File: config.mk
export PLATFORM = sky130hd
export DESIGN_NAME = pipeline_hazard_ctrl
export DESIGN_NICKNAME = d
export VERILOG_FILES = /design/src/rtl/pipeline_hazard_ctrl.sv
export SDC_FILE = /design/constraint.sdc
export NUM_CORES = 1
export LEC_CHECK = 0
export CORE_ASPECT_RATIO = 1.5
export CORE_MARGIN = 2
export CORE_UTILIZATION = 35
export CTS_CLUSTER_SIZE = 30
export DETAILED_ROUTE_END_ITERATION = 7
export GPL_TIMING_DRIVEN = 0
export PLACE_DENSITY = 0.92
export SLEW_MARGIN = 25
export SYNTH_ARGS = -nofsm -noshare
export SYNTH_HDL_FRONTEND = slang
export SYNTH_SLANG_ARGS = --single-unit
File: constraint.sdc
create_clock -name clk -period 2.4 [get_ports clk]
set_clock_uncertainty 0.1 [all_clocks]
set_input_delay 0.48 -clock clk [delete_from_list [all_inputs] [get_ports clk]]
set_output_delay 0.48 -clock clk [all_outputs]
set_load 0.005 [all_outputs]
File: src/rtl/pipeline_hazard_ctrl.sv
// Stall/flush sequencer for the IF/EX/WB core: load-use, memory wait and mispredict handling.
// Optional performance counters are built when HAZARD_PERF_CNT_EN is defined.
module pipeline_hazard_ctrl #(
  parameter int FLUSH_CYCLES = 1,
  parameter int MEM_TIMEOUT  = 255,
  parameter int CNT_W        = 32
) (
  input  logic             clk,
  input  logic             rst,
  input  logic             ex_valid,
  input  logic [4:0]       ex_rs1_addr,
  input  logic [4:0]       ex_rs2_addr,
  input  logic             ex_rs1_used,
  input  logic             ex_rs2_used,
  input  logic             ex_br_mispredict,
  input  logic [4:0]       wb_rd_addr,
  input  logic             wb_reg_we,
  input  logic             wb_is_load,
  input  logic             dmem_req,
  input  logic             dmem_ready,
  output logic             stall_if,
  output logic             stall_ex,
  output logic             stall_wb,
  output logic             bubble_wb,
  output logic             flush_if,
  output logic             pc_redirect,
  output logic [1:0]       ctrl_state,
  output logic             mem_timeout,
  output logic [CNT_W-1:0] lu_cnt,
  output logic [CNT_W-1:0] mem_cnt,
  output logic [CNT_W-1:0] flush_cnt
);

  localparam int TMO_W = $clog2(MEM_TIMEOUT + 1);
  localparam logic [TMO_W-1:0] TMO_MAX    = TMO_W'(MEM_TIMEOUT);
  localparam logic [2:0]       FLUSH_INIT = 3'(FLUSH_CYCLES - 1);

  typedef enum logic [1:0] {
    ST_RUN   = 2'd0,
    ST_LU    = 2'd1,
    ST_MEM   = 2'd2,
    ST_FLUSH = 2'd3
  } state_t;

  state_t           state_q, state_d;
  logic [2:0]       flush_left_q, flush_left_d;
  logic [TMO_W-1:0] tmo_cnt_q, tmo_cnt_d;
  logic             mem_timeout_q, mem_timeout_d;

  logic mw, lu, mp;

  assign mw = dmem_req & ~dmem_ready;
  assign lu = wb_is_load & wb_reg_we & (wb_rd_addr != 5'd0) & ex_valid &
              ((ex_rs1_used & (ex_rs1_addr == wb_rd_addr)) |
               (ex_rs2_used & (ex_rs2_addr == wb_rd_addr)));
  assign mp = ex_valid & ex_br_mispredict;

  always_comb begin
    state_d       = state_q;
    flush_left_d  = flush_left_q;
    tmo_cnt_d     = tmo_cnt_q;
    mem_timeout_d = mem_timeout_q;
    stall_if      = 1'b0;
    stall_ex      = 1'b0;
    stall_wb      = 1'b0;
    bubble_wb     = 1'b0;
    flush_if      = 1'b0;
    pc_redirect   = 1'b0;
    case (state_q)
      ST_RUN, ST_LU: begin
        // A load-use stall lasts one cycle, so lu is not re-armed from ST_LU.
        state_d = ST_RUN;
        if (mw) begin
          {stall_if, stall_ex, stall_wb} = 3'b111;
          state_d   = ST_MEM;
          tmo_cnt_d = '0;
        end else if (lu && state_q == ST_RUN) begin
          stall_if  = 1'b1;
          stall_ex  = 1'b1;
          bubble_wb = 1'b1;
          state_d   = ST_LU;
        end else if (mp) begin
          pc_redirect = 1'b1;
          flush_if    = 1'b1;
          if (FLUSH_CYCLES > 1) begin
            state_d      = ST_FLUSH;
            flush_left_d = FLUSH_INIT;
          end
        end
      end
      ST_MEM: begin
        if (!dmem_ready) begin
          {stall_if, stall_ex, stall_wb} = 3'b111;
          if (tmo_cnt_q < TMO_MAX) tmo_cnt_d = tmo_cnt_q + 1'b1;
          if (tmo_cnt_d == TMO_MAX) mem_timeout_d = 1'b1;
        end else begin
          state_d = ST_RUN;
        end
      end
      ST_FLUSH: begin
        if (mw) begin
          {stall_if, stall_ex, stall_wb} = 3'b111;
          state_d      = ST_MEM;
          tmo_cnt_d    = '0;
          flush_left_d = '0;
        end else begin
          flush_if = 1'b1;
          if (flush_left_q <= 3'd1) begin
            state_d      = ST_RUN;
            flush_left_d = '0;
          end else begin
            flush_left_d = flush_left_q - 1'b1;
          end
        end
      end
      default: state_d = ST_RUN;
    endcase
    if (rst) begin
      {stall_if, stall_ex, stall_wb, bubble_wb, flush_if, pc_redirect} = 6'b0;
    end
  end

  always_ff @(posedge clk) begin
    if (rst) begin
      state_q       <= ST_RUN;
      flush_left_q  <= '0;
      tmo_cnt_q     <= '0;
      mem_timeout_q <= 1'b0;
    end else begin
      state_q       <= state_d;
      flush_left_q  <= flush_left_d;
      tmo_cnt_q     <= tmo_cnt_d;
      mem_timeout_q <= mem_timeout_d;
    end
  end

  assign ctrl_state  = state_q;
  assign mem_timeout = mem_timeout_q;

`ifdef HAZARD_PERF_CNT_EN
  logic [CNT_W-1:0] lu_cnt_q, lu_cnt_d;
  logic [CNT_W-1:0] mem_cnt_q, mem_cnt_d;
  logic [CNT_W-1:0] flush_cnt_q, flush_cnt_d;

  // bubble_wb only rises on a load-use stall entry, so it doubles as the entry pulse.
  always_comb begin
    lu_cnt_d    = lu_cnt_q + CNT_W'(bubble_wb);
    mem_cnt_d   = mem_cnt_q + CNT_W'(stall_wb);
    flush_cnt_d = flush_cnt_q + CNT_W'(pc_redirect);
  end

  always_ff @(posedge clk) begin
    if (rst) begin
      lu_cnt_q    <= '0;
      mem_cnt_q   <= '0;
      flush_cnt_q <= '0;
    end else begin
      lu_cnt_q    <= lu_cnt_d;
      mem_cnt_q   <= mem_cnt_d;
      flush_cnt_q <= flush_cnt_d;
    end
  end

  assign lu_cnt    = lu_cnt_q;
  assign mem_cnt   = mem_cnt_q;
  assign flush_cnt = flush_cnt_q;
`else
  assign lu_cnt    = '0;
  assign mem_cnt   = '0;
  assign flush_cnt = '0;
`endif

endmodule

== After elaboration in Yosys (flattened, before gate mapping) ==
Index checks and enable logic that the tools add are counted.
Storage, ports and cells
  register bits: 14
  output and inout bits: 105
  word-level logic and storage cells: 69
Operators by class
  add/sub/neg operators: 2
  order comparisons: 2
  equality and inequality tests: 10
  muxes and demuxes: 33
  bitwise operators: 10
  reduce and logical (&&, ||, !) cells: 8
Operators with widths (number)
  8-bit 2-to-1 mux: 5
  1-bit 2-to-1 mux: 17
  8-bit case mux with 2 select lines: 1
  5-bit == test: 2
  8-bit by 1-bit adder with 8-bit output (second input constant): 1
  1-bit AND: 8
  8-bit == test (second input constant): 1
  8-bit less-than comparator (second input constant): 1
  2-bit 2-to-1 mux: 4
  3-bit 2-to-1 mux: 2
  2-bit case mux with 3 select lines: 1
  5-bit nonzero test: 1
  2-bit == test (second input constant): 2
  2-bit != test (second input constant): 2
  1-bit case mux with 2 select lines: 2
  2-bit AND reduction: 2
  3-bit by 1-bit <= comparator with 1-bit output (second input constant): 1
  3-bit != test (second input constant): 1
  1-bit case mux with 3 select lines: 1
  3-bit AND reduction: 1
  3-bit OR reduction: 1
  3-bit by 1-bit subtractor with 3-bit output (second input constant): 1
  2-bit by 1-bit == test with 1-bit output (second input constant): 1
  2-bit zero test: 1
  other kinds (5): 5

== Depth between registers and ports, before layout ==
Gate-level depths: netlist of run 1.
  depth after elaboration: 9
  mapped depth: 7

== Least setup slack after synthesis of run 1 ==
No wires, ideal clock.
  kind: input -> output
  from: in wb_rd_addr[1]
  to: out stall_if
  arrival: 1.568 ns
  required time: 1.820 ns
  path slack: 0.252 ns
  stages: 4
  cell sequence: or4_1 > o211ai_1 > a21oi_1 > buf_4
Between the ends
  longest elaborated chain between the ends: 9
  elaborated cells between the ends (all ways): 14
  those cells by class: 2 x eq/ne; 4 x mux; 6 x bitwise; 2 x reduce/logical
Ends and longest elaborated chain
  start, declared: line 16  | input logic [4:0] wb_rd_addr,
  5-bit == test, or another cell as far along: line 54  | ((ex_rs1_used & (ex_rs1_addr == wb_rd_addr)) |
  1-bit AND, on equally long branches: line 54, 53, 55
  1-bit bitwise OR / 1-bit AND (equally long branches): line 54, 53
  1-bit AND *: line 53  | assign lu = wb_is_load & wb_reg_we & (wb_rd_addr != 5'd0) & ex_valid &
  1-bit logical AND *: line 77  | end else if (lu && state_q == ST_RUN) begin
  1-bit 2-to-1 mux * (2 in a row)
  1-bit case mux with 3 select lines *
  1-bit 2-to-1 mux *
  end, declared: line 21  | output logic stall_if,
Mark *: on every way between the ends. The rest lies on a longest branch, timed or not.

== Worst setup path in the final report of run 1 ==
  from: in wb_rd_addr[2]
  to: out flush_if
Between the ends
  longest elaborated chain between the ends: 9
  elaborated cells between the ends (all ways): 14
  those cells by class: 2 x eq/ne; 4 x mux; 6 x bitwise; 2 x reduce/logical
Ends and longest elaborated chain
  5-bit == test, or another cell as far along: line 54
  1-bit AND, on equally long branches: line 54, 53, 55
  1-bit bitwise OR / 1-bit AND (equally long branches): line 54, 53
  1-bit AND *: line 53
  1-bit logical AND *: line 77
  1-bit 2-to-1 mux *: line 77
  1-bit 2-to-1 mux *: line 73  | if (mw) begin
  1-bit case mux with 2 select lines *: line 69  | case (state_q)
  1-bit 2-to-1 mux *: line 118  | if (rst) begin
  end, declared: line 25  | output logic flush_if,
Marked as above.

==> summary.md, run 1 <==
| Metric | Value |
|---|---|
| Clock tree from TritonCTS | `built` |
| Vias in the first global route | `1,689` |
| CP Launch Type | `input port` |
| Crit share post-route | `103%` |
| DR vias | `1,748` |
| FP Rows | `32` |
| Final hold violation count | `0` |
| Pwr Density | `274 mW/mm2` |
| Crit. Startpoint | `wb_rd_addr[2]` |
| #FFs+latches synth | `14` |
| Worst VDD drop | `0.000262 V` |
| Die area | `0.00575 mm2` |
| Number of library cell types mapped by synthesis | `43` |
| Critical path's most frequent cell | `buf_6` |
| Req. time, crit path | `1.82 ns` |
| Iter 0 DRT Violations | `56` |
| CP endpoint kind | `output port` |
| Worst-path cell chain | `buf_8, or4_4, o211ai_1, buf_4, buf_6, o2bb2ai_4, buf_6` |
| Area of the multi-input gates | `0.00112 mm2` |
| Layout fillers | `458` |
| Port bufs | `33` |
| Area grow syn2layout | `49.0%` |
| Largest net degree at the start of global routing | `11` |
| Slew Limit Fails | `0` |
| Die W | `62.6 um` |
| Post-layout min period | `2.47 ns` |
| CP Data Arrival Time | `1.89 ns` |
| I/O pin total | `130` |
| Pre-Repair DR Iteration Count | `4` |
| Hold Slack | `0.383 ns` |
| Placed cell count | `429` |
| Setup TNS | `-0.125 ns` |
| Detail Placement HPWL | `3430 um` |
| Critical Path Stages | `7` |
| Synth warn | `0` |
| Finished Layout Cells | `438` |
| Crit Path Max Fanout | `3` |
| Leak | `1.45 nW` |
| Most frequent cells in the layout | `104 x buf_4, 96 x conb_1, 18 x nor2_1` |
| R2R setup slack | `0.44 ns` |
| DRC | `0` |
| RSZ-0062 raised after global routing | `true` |
| PnR worst setup slack | `-0.0733 ns` |
| Fraction of layout instances using a drive strength above 1 | `37.3%` |
| Antenna violations before repair | `0` |
| Buffers & Inverters on Critical Path | `4` |
| Total power | `0.735 mW` |
| Commonest non-fill, non-tap cell in the layout | `buf_4` |
| Final Wtd Congestion | `0.851` |
| Grt total ovfl | `0` |
| Slowest Stage Delay on Critical Path | `0.52 ns` |
| Delay-heaviest family, CP | `simple AND/OR/NAND/NOR gates` |
| Reg2Reg Depth | `6` |
| Critical Path Sink | `flush_if` |
| Final setup viols | `2` |
| CTS sink cnt | `14` |
| Vias per inst | `3.99` |
| Slowest-stage cell, CP | `or4_4` |
| Worst r2r dst | `tmo_cnt_q[5]$_SDFFE_PP0P_` |
| Synth Instances | `233` |
| Tot GR Track Use | `13.8%` |
| Class of the worst hold path | `reg -> reg` |
| Initial Util | `35.7%` |
| CTS max path bufs | `2` |
| Post-DRT Antenna Nets | `0` |
| Avg Inst Size Synth | `7.73 um2` |
| Later-pin clock latency in the skew report | `0.25 ns` |
| Final WL | `4300 um` |
| H-tree depth | `1` |
| Overall die height | `91.9 um` |
| Routed len/inst | `9.81 um` |
| Failing checks | `negative setup slack` |
| Root buf cell | `clkbuf_8` |
| NumNets Final | `399` |
| Total area of sequential cells | `280 um2` |
| Status | `finished, violations left` |
| ANT cells | `0` |
| Netlist Area Pre-Place | `0.00180 mm2` |
| Critical path class | `in -> out` |
| Sequential area share after synthesis | `15.6%` |
| Core area | `0.00504 mm2` |
| Fmax | `404 MHz` |
| Origin of the critical flop-to-flop path | `ctrl_state[1]$_SDFFE_PP0P_` |
| MaxCap Viol Count | `0` |
| Clock transition at path regs | `0.06 ns` |
| First-pass GRT wire length | `6590 um` |
| CTS buffer count | `3` |
power breakdown:
group / internal [mW] / total, mW / switching (mW)
logic: 0.161 / 0.267 / 0.106
registers: 0.234 / 0.236 / 0.00220
clock network: 0.145 / 0.232 / 0.0864
worst register-to-register path, delay by kind of cell, from the launching register on:
kind	cells	cell delay (ns)
simple gates	3	0.64
compound gates	1	0.24
mux	1	0.33
buf+inv	1	0.15
flops	1	0.43
worst min-delay path by stage:
stage	from	endpoint	slack (ns)	cells past startpoint
floorplan	mem_timeout$_SDFFE_PP0P_	mem_timeout$_SDFFE_PP0P_	0.35	2
global placement	mem_timeout$_SDFFE_PP0P_	mem_timeout$_SDFFE_PP0P_	0.35	2
detailed placement	flush_left_q[2]$_SDFFE_PP0P_	flush_left_q[2]$_SDFFE_PP0P_	0.38	2
CTS	flush_left_q[2]$_SDFFE_PP0P_	flush_left_q[2]$_SDFFE_PP0P_	0.39	2
global route	mem_timeout$_SDFFE_PP0P_	mem_timeout$_SDFFE_PP0P_	0.41	2
finish	mem_timeout$_SDFFE_PP0P_	mem_timeout$_SDFFE_PP0P_	0.38	2
logic make-up (layout without fill, tap and decap cells):
| group | after synthesis | after routing | synth area share (%) |
|---|---|---|---|
| buffers and inverters | 109 | 151 | 45.3 |
| and+or+nand+nor | 60 | 60 | 16.6 |
| muxes | 5 | 5 | 2.85 |
| AOI/OAI and AO/OA | 30 | 30 | 12.1 |
| other | 1 | 96 | 0.208 |
| DFF | 14 | 14 | 15.6 |
| adders and majority gates | 3 | 3 | 2.08 |
| xor gates and xnor gates | 11 | 11 | 5.35 |
metrics by stage:
stage          area [um2]  setup slack [ns]  util, %
4_1_cts              2680           -0.0298     53.0
6_report             2690           -0.0733     53.2
5_1_grt              2690            -0.142     53.2
2_1_floorplan        2160             0.252        -
3_3_place_gp         2570            -0.816     51.0
3_5_place_dp         2570            -0.801     51.0
per-layer routing:
layer | up-vias | track usage, % | wire [um]
li1 | 854 | - | -
met1 | 758 | 11.2 | 1370
met2 | 119 | 29.1 | 2330
met3 | 17 | 2.82 | 455
met4 | 0 | 7.59 | 142
met5 | - | 0 | 0
flip-flops by register name, indices dropped and copies added (netlist names):
signal	cells
ctrl_state	2
flush_left_q	3
mem_timeout	1
tmo_cnt_q	8
cell usage after synthesis:
cell           number  area, um2
and3_2              1       7.51
a211oi_1            3       22.5
and2b_1             1       7.51
and4_2              1       10.0
o211ai_1            1       7.51
o21ai_0             4       20.0
mux2i_1             4       40.0
and3_1              1       6.26
or3b_1              1       8.76
dfxtp_1            14        280
and2_1              1       6.26
inv_1               4       15.0
buf_6               1       11.3
conb_1              1       3.75
clkbuf_2            2       10.0
nor2b_1             3       18.8
o21ba_2             1       10.0
a22oi_1             1       7.51
a311oi_1            1       8.76
a41oi_4             1       27.5
nand3_1             7       35.0
nand3b_1            1       7.51
nor2_1             20       75.1
or2_2               1       6.26
mux2_1              1       11.3
dlygate4sd1_1       1       8.76
xnor2_1            11       96.3
a21oi_1            10       50.1
ha_1                3       37.5
o21bai_1            1       7.51
a31o_2              1       8.76
o32ai_1             1       8.76
a32oi_1             2       17.5
buf_4             100        751
nand4_1             5       31.3
nor3b_1             1       7.51
or3_1               1       6.26
o2bb2ai_1           1       8.76
or4_1               1       7.51
nand2b_1            2       12.5
buf_12              1       20.0
o22ai_1             2       12.5
nand2_1            12       45.0
layout make-up:
type | instances | area share (%)
clock buffers | 4 | 2.05
repair buffers | 38 | 12.3
multi-input cells | 205 | 41.8
plain buffers | 105 | 29.7
flip-flops and latches | 14 | 10.4
inverters | 4 | 0.559
well taps | 68 | 3.17
what timing repair did:
item	4_1_cts	5_1_grt
hold endpoints to repair	0	0
resized for setup	64	13
setup buffers	5	0
pin swaps	19	9
endpoints found under the setup margin	6	5
hold buffers	0	0
Note: power is estimated with default switching activity, not from simulation.
==> run 2, diff against run 1 <==
Settings changed: CORE_MARGIN 2 to default.
==> run 2 against run 1 <==
Against the previous run:
- the flow still finishes with violations (negative setup slack)
- sequential power hardly changed
- power is 0.11% lower
- largest power group unchanged
- design area is 1.2% lower
- combinational power is 1% lower
- final cell count is 1.1% lower
- critical path depth is 1 lower
- critical path type unchanged
==> summary.md, run 2 (synthesis gave the netlist of run 1 again) <==
| Metric | Value |
|---|---|
| Slew Limit Fails | `0 (unchanged)` |
| Iter 0 DRT Violations | `37 (-34%)` |
| Final WL | `4030 um (-6.2%)` |
| CTS max path bufs | `2 (unchanged)` |
| Final setup viols | `1 (-1)` |
| Grt total ovfl | `0 (unchanged)` |
| Area grow syn2layout | `47.3%` |
| Core area | `0.00489 mm2 (-3.1%)` |
| Worst Min Path Start | `mem_timeout$_SDFFE_PP0P_` |
| Fraction of layout instances using a drive strength above 1 | `37.1% (-0.24 points)` |
| Post-DRT Antenna Nets | `0 (unchanged)` |
| Sw Pwr | `0.196 mW (+0.52%)` |
| MaxCap Viol Count | `0 (unchanged)` |
| Most frequent cells in the layout | `102 x buf_4, 96 x conb_1, 18 x nor2_1` |
| Antenna violations before repair | `0 (unchanged)` |
| Routed len/inst | `9.31 um (-5.1%)` |
| Slowest Stage Delay on Critical Path | `0.41 ns (-0.11 ns)` |
| Pwr Density | `277 mW/mm2 (+1.1%)` |
| Most flop-heavy register | `tmo_cnt_q` |
| Final hold violation count | `0 (unchanged)` |
| Post-layout min period | `2.41 ns (-0.0590 ns)` |
| Clock tree from TritonCTS | `built` |
| Total area of sequential cells | `280 um2 (unchanged)` |
| CP endpoint kind | `output port` |
| Finished Layout Cells | `433 (-1.1%)` |
| Leak | `1.44 nW (-0.72%)` |
| CTS buffer count | `3 (unchanged)` |
| RSZ-0062 raised after global routing | `true` |
| Placed cell count | `427 (-0.47%)` |
| Worst-path cell chain | `clkdlybuf4s50_1, nor2b_4, or2_2, nor2_1, and2_4, buf_6` |
| Seq pwr share | `32.1% (about the same)` |
| I/O pin total | `130 (unchanged)` |
| Critical path class | `in -> out` |
| Crit Path Max Fanout | `5 (+2)` |
| Layout fillers | `426 (-7.0%)` |
| Port bufs | `33 (unchanged)` |
| Die area | `0.00544 mm2 (-5.3%)` |
| Later-pin clock latency in the skew report | `0.25 ns (about the same)` |
| Commonest non-fill, non-tap cell in the layout | `buf_4` |
| Internal power | `0.539 mW (-0.33%)` |
| DR vias | `1,648 (-5.7%)` |
| Status | `finished, violations left` |
| Max FFs per register | `8 (unchanged)` |
| Failing checks | `negative setup slack` |
| Hold Slack | `0.384 ns (+0.00138 ns)` |
| Worst VDD drop | `0.000220 V (-16%)` |
| Vias per inst | `3.81 (-4.6%)` |
| H-tree depth | `1 (unchanged)` |
| Overall die height | `89.9 um (-2.2%)` |
| FP Rows | `31 (-3.1%)` |
| PnR worst setup slack | `-0.0143 ns (+0.0590 ns)` |
| Fmax | `414 MHz (+2.4%)` |
| Crit. Startpoint | `dmem_req` |
| NumNets Final | `396 (-0.75%)` |
| Clock power frac | `32.1% (+0.6 points)` |
| Req. time, crit path | `1.82 ns (about the same)` |
| First-pass GRT wire length | `6420 um (-2.5%)` |
| CP Data Arrival Time | `1.83 ns (-0.06 ns)` |
| Largest net degree at the start of global routing | `11 (unchanged)` |
| Initial Util | `36.9% (+1.2 points)` |
| Crit share post-route | `101% (-2.5 points)` |
| ANT cells | `0 (unchanged)` |
| CTS sink cnt | `14 (unchanged)` |
| Detail Placement HPWL | `3410 um (-0.42%)` |
| Buffers & Inverters on Critical Path | `2 (-2)` |
| Root buf cell | `clkbuf_8` |
| Final Wtd Congestion | `0.815 (-4.2%)` |
| Pre-Repair DR Iteration Count | `4 (unchanged)` |
| Slowest-stage cell, CP | `clkdlybuf4s50_1` |
| Switch share | `26.6% (+0.17 points)` |
| Vias in the first global route | `1,608 (-4.8%)` |
| Class of the worst hold path | `reg -> reg` |
| DRC | `0 (unchanged)` |
| Combinational power share | `35.7% (-0.6 points)` |
| Die W | `60.6 um (-3.2%)` |
| Delay-heaviest family, CP | `simple AND/OR/NAND/NOR gates` |
| Area of the multi-input gates | `0.00111 mm2 (-1.0%)` |
| CP Launch Type | `input port` |
| Tot GR Track Use | `14.8% (+1.1 points)` |
| Final Util | `54.3% (+1.1 points)` |
| Origin of the critical flop-to-flop path | `tmo_cnt_q[1]$_SDFFE_PP0P_` |
| Clock transition at path regs | `0.06 ns (about the same)` |
| Total power | `0.735 mW (-0.11%)` |
## run 2: cell count changes in the layout (fill, tap and decap cells not counted), sizes merged
cell           delta
clkbuf            -3
dlymetal6s2s      +1
buf               -1
clkdlybuf4s50     +1
dlygate4sd2       -1
## run 2: repair_timing
item                                    4_1_cts  5_1_grt
buffers inserted                              2        1
hold buffers                                  0        0
pin swaps                                    19        5
endpoints found under the setup margin        6        5
gates resized for setup                      61       13
## run 2: power by group through the flow
stage | clock (mW) | sequential (mW) | combinational [mW]
4_1_cts | 0.234 | 0.236 | 0.245
5_1_grt | 0.244 | 0.236 | 0.288
3_5_place_dp | 0 | 0.241 | 0.252
2_1_floorplan | 0 | 0.241 | 0.190
6_report | 0.236 | 0.236 | 0.263
3_3_place_gp | 0 | 0.241 | 0.251
## run 2: stage by stage
step	instance area [um2]	TNS (ns)	setup slack (ns)
after floorplan	2160	0	0.252
after global placement	2570	-4.08	-0.848
after detailed placement	2570	-4.14	-0.863
after CTS	2610	0	0.00391
after global routing	2650	-0.140	-0.0702
final	2650	-0.0143	-0.0143
## run 2: worst min-delay path, cell delays in order (launching register included)
cell and delay [ns]:
dfxtp_1 0.32, inv_1 0.05, o32ai_1 0.07
## run 2: layout make-up
type                       count  share of cell area (%)
multi-input combinational    205                    41.8
buffer                       104                    29.8
timing repair buffer          36                    12.1
sequential                    14                    10.6
tap                           66                    3.11
clock buffer                   4                    2.07
inverter                       4                   0.566
## run 2: layer usage
layer	up-vias	share of wire [%]	GRT usage, %
met1	682	32	12.6
met5	-	0	0
li1	851	-	-
met4	0	1.2	5.68
met2	110	56	29.9
met3	5	11	3.74
## run 2: path summary, 6_finish.rpt
kind / slack, ns / to / depth (start not counted)
worst max register to register: 0.50 / mem_timeout$_SDFFE_PP0P_ / 6
worst min-delay path: 0.38 / mem_timeout$_SDFFE_PP0P_ / 2
worst max-delay path: -0.01 / pc_redirect / 6
worst min register to register: 0.38 / mem_timeout$_SDFFE_PP0P_ / 2
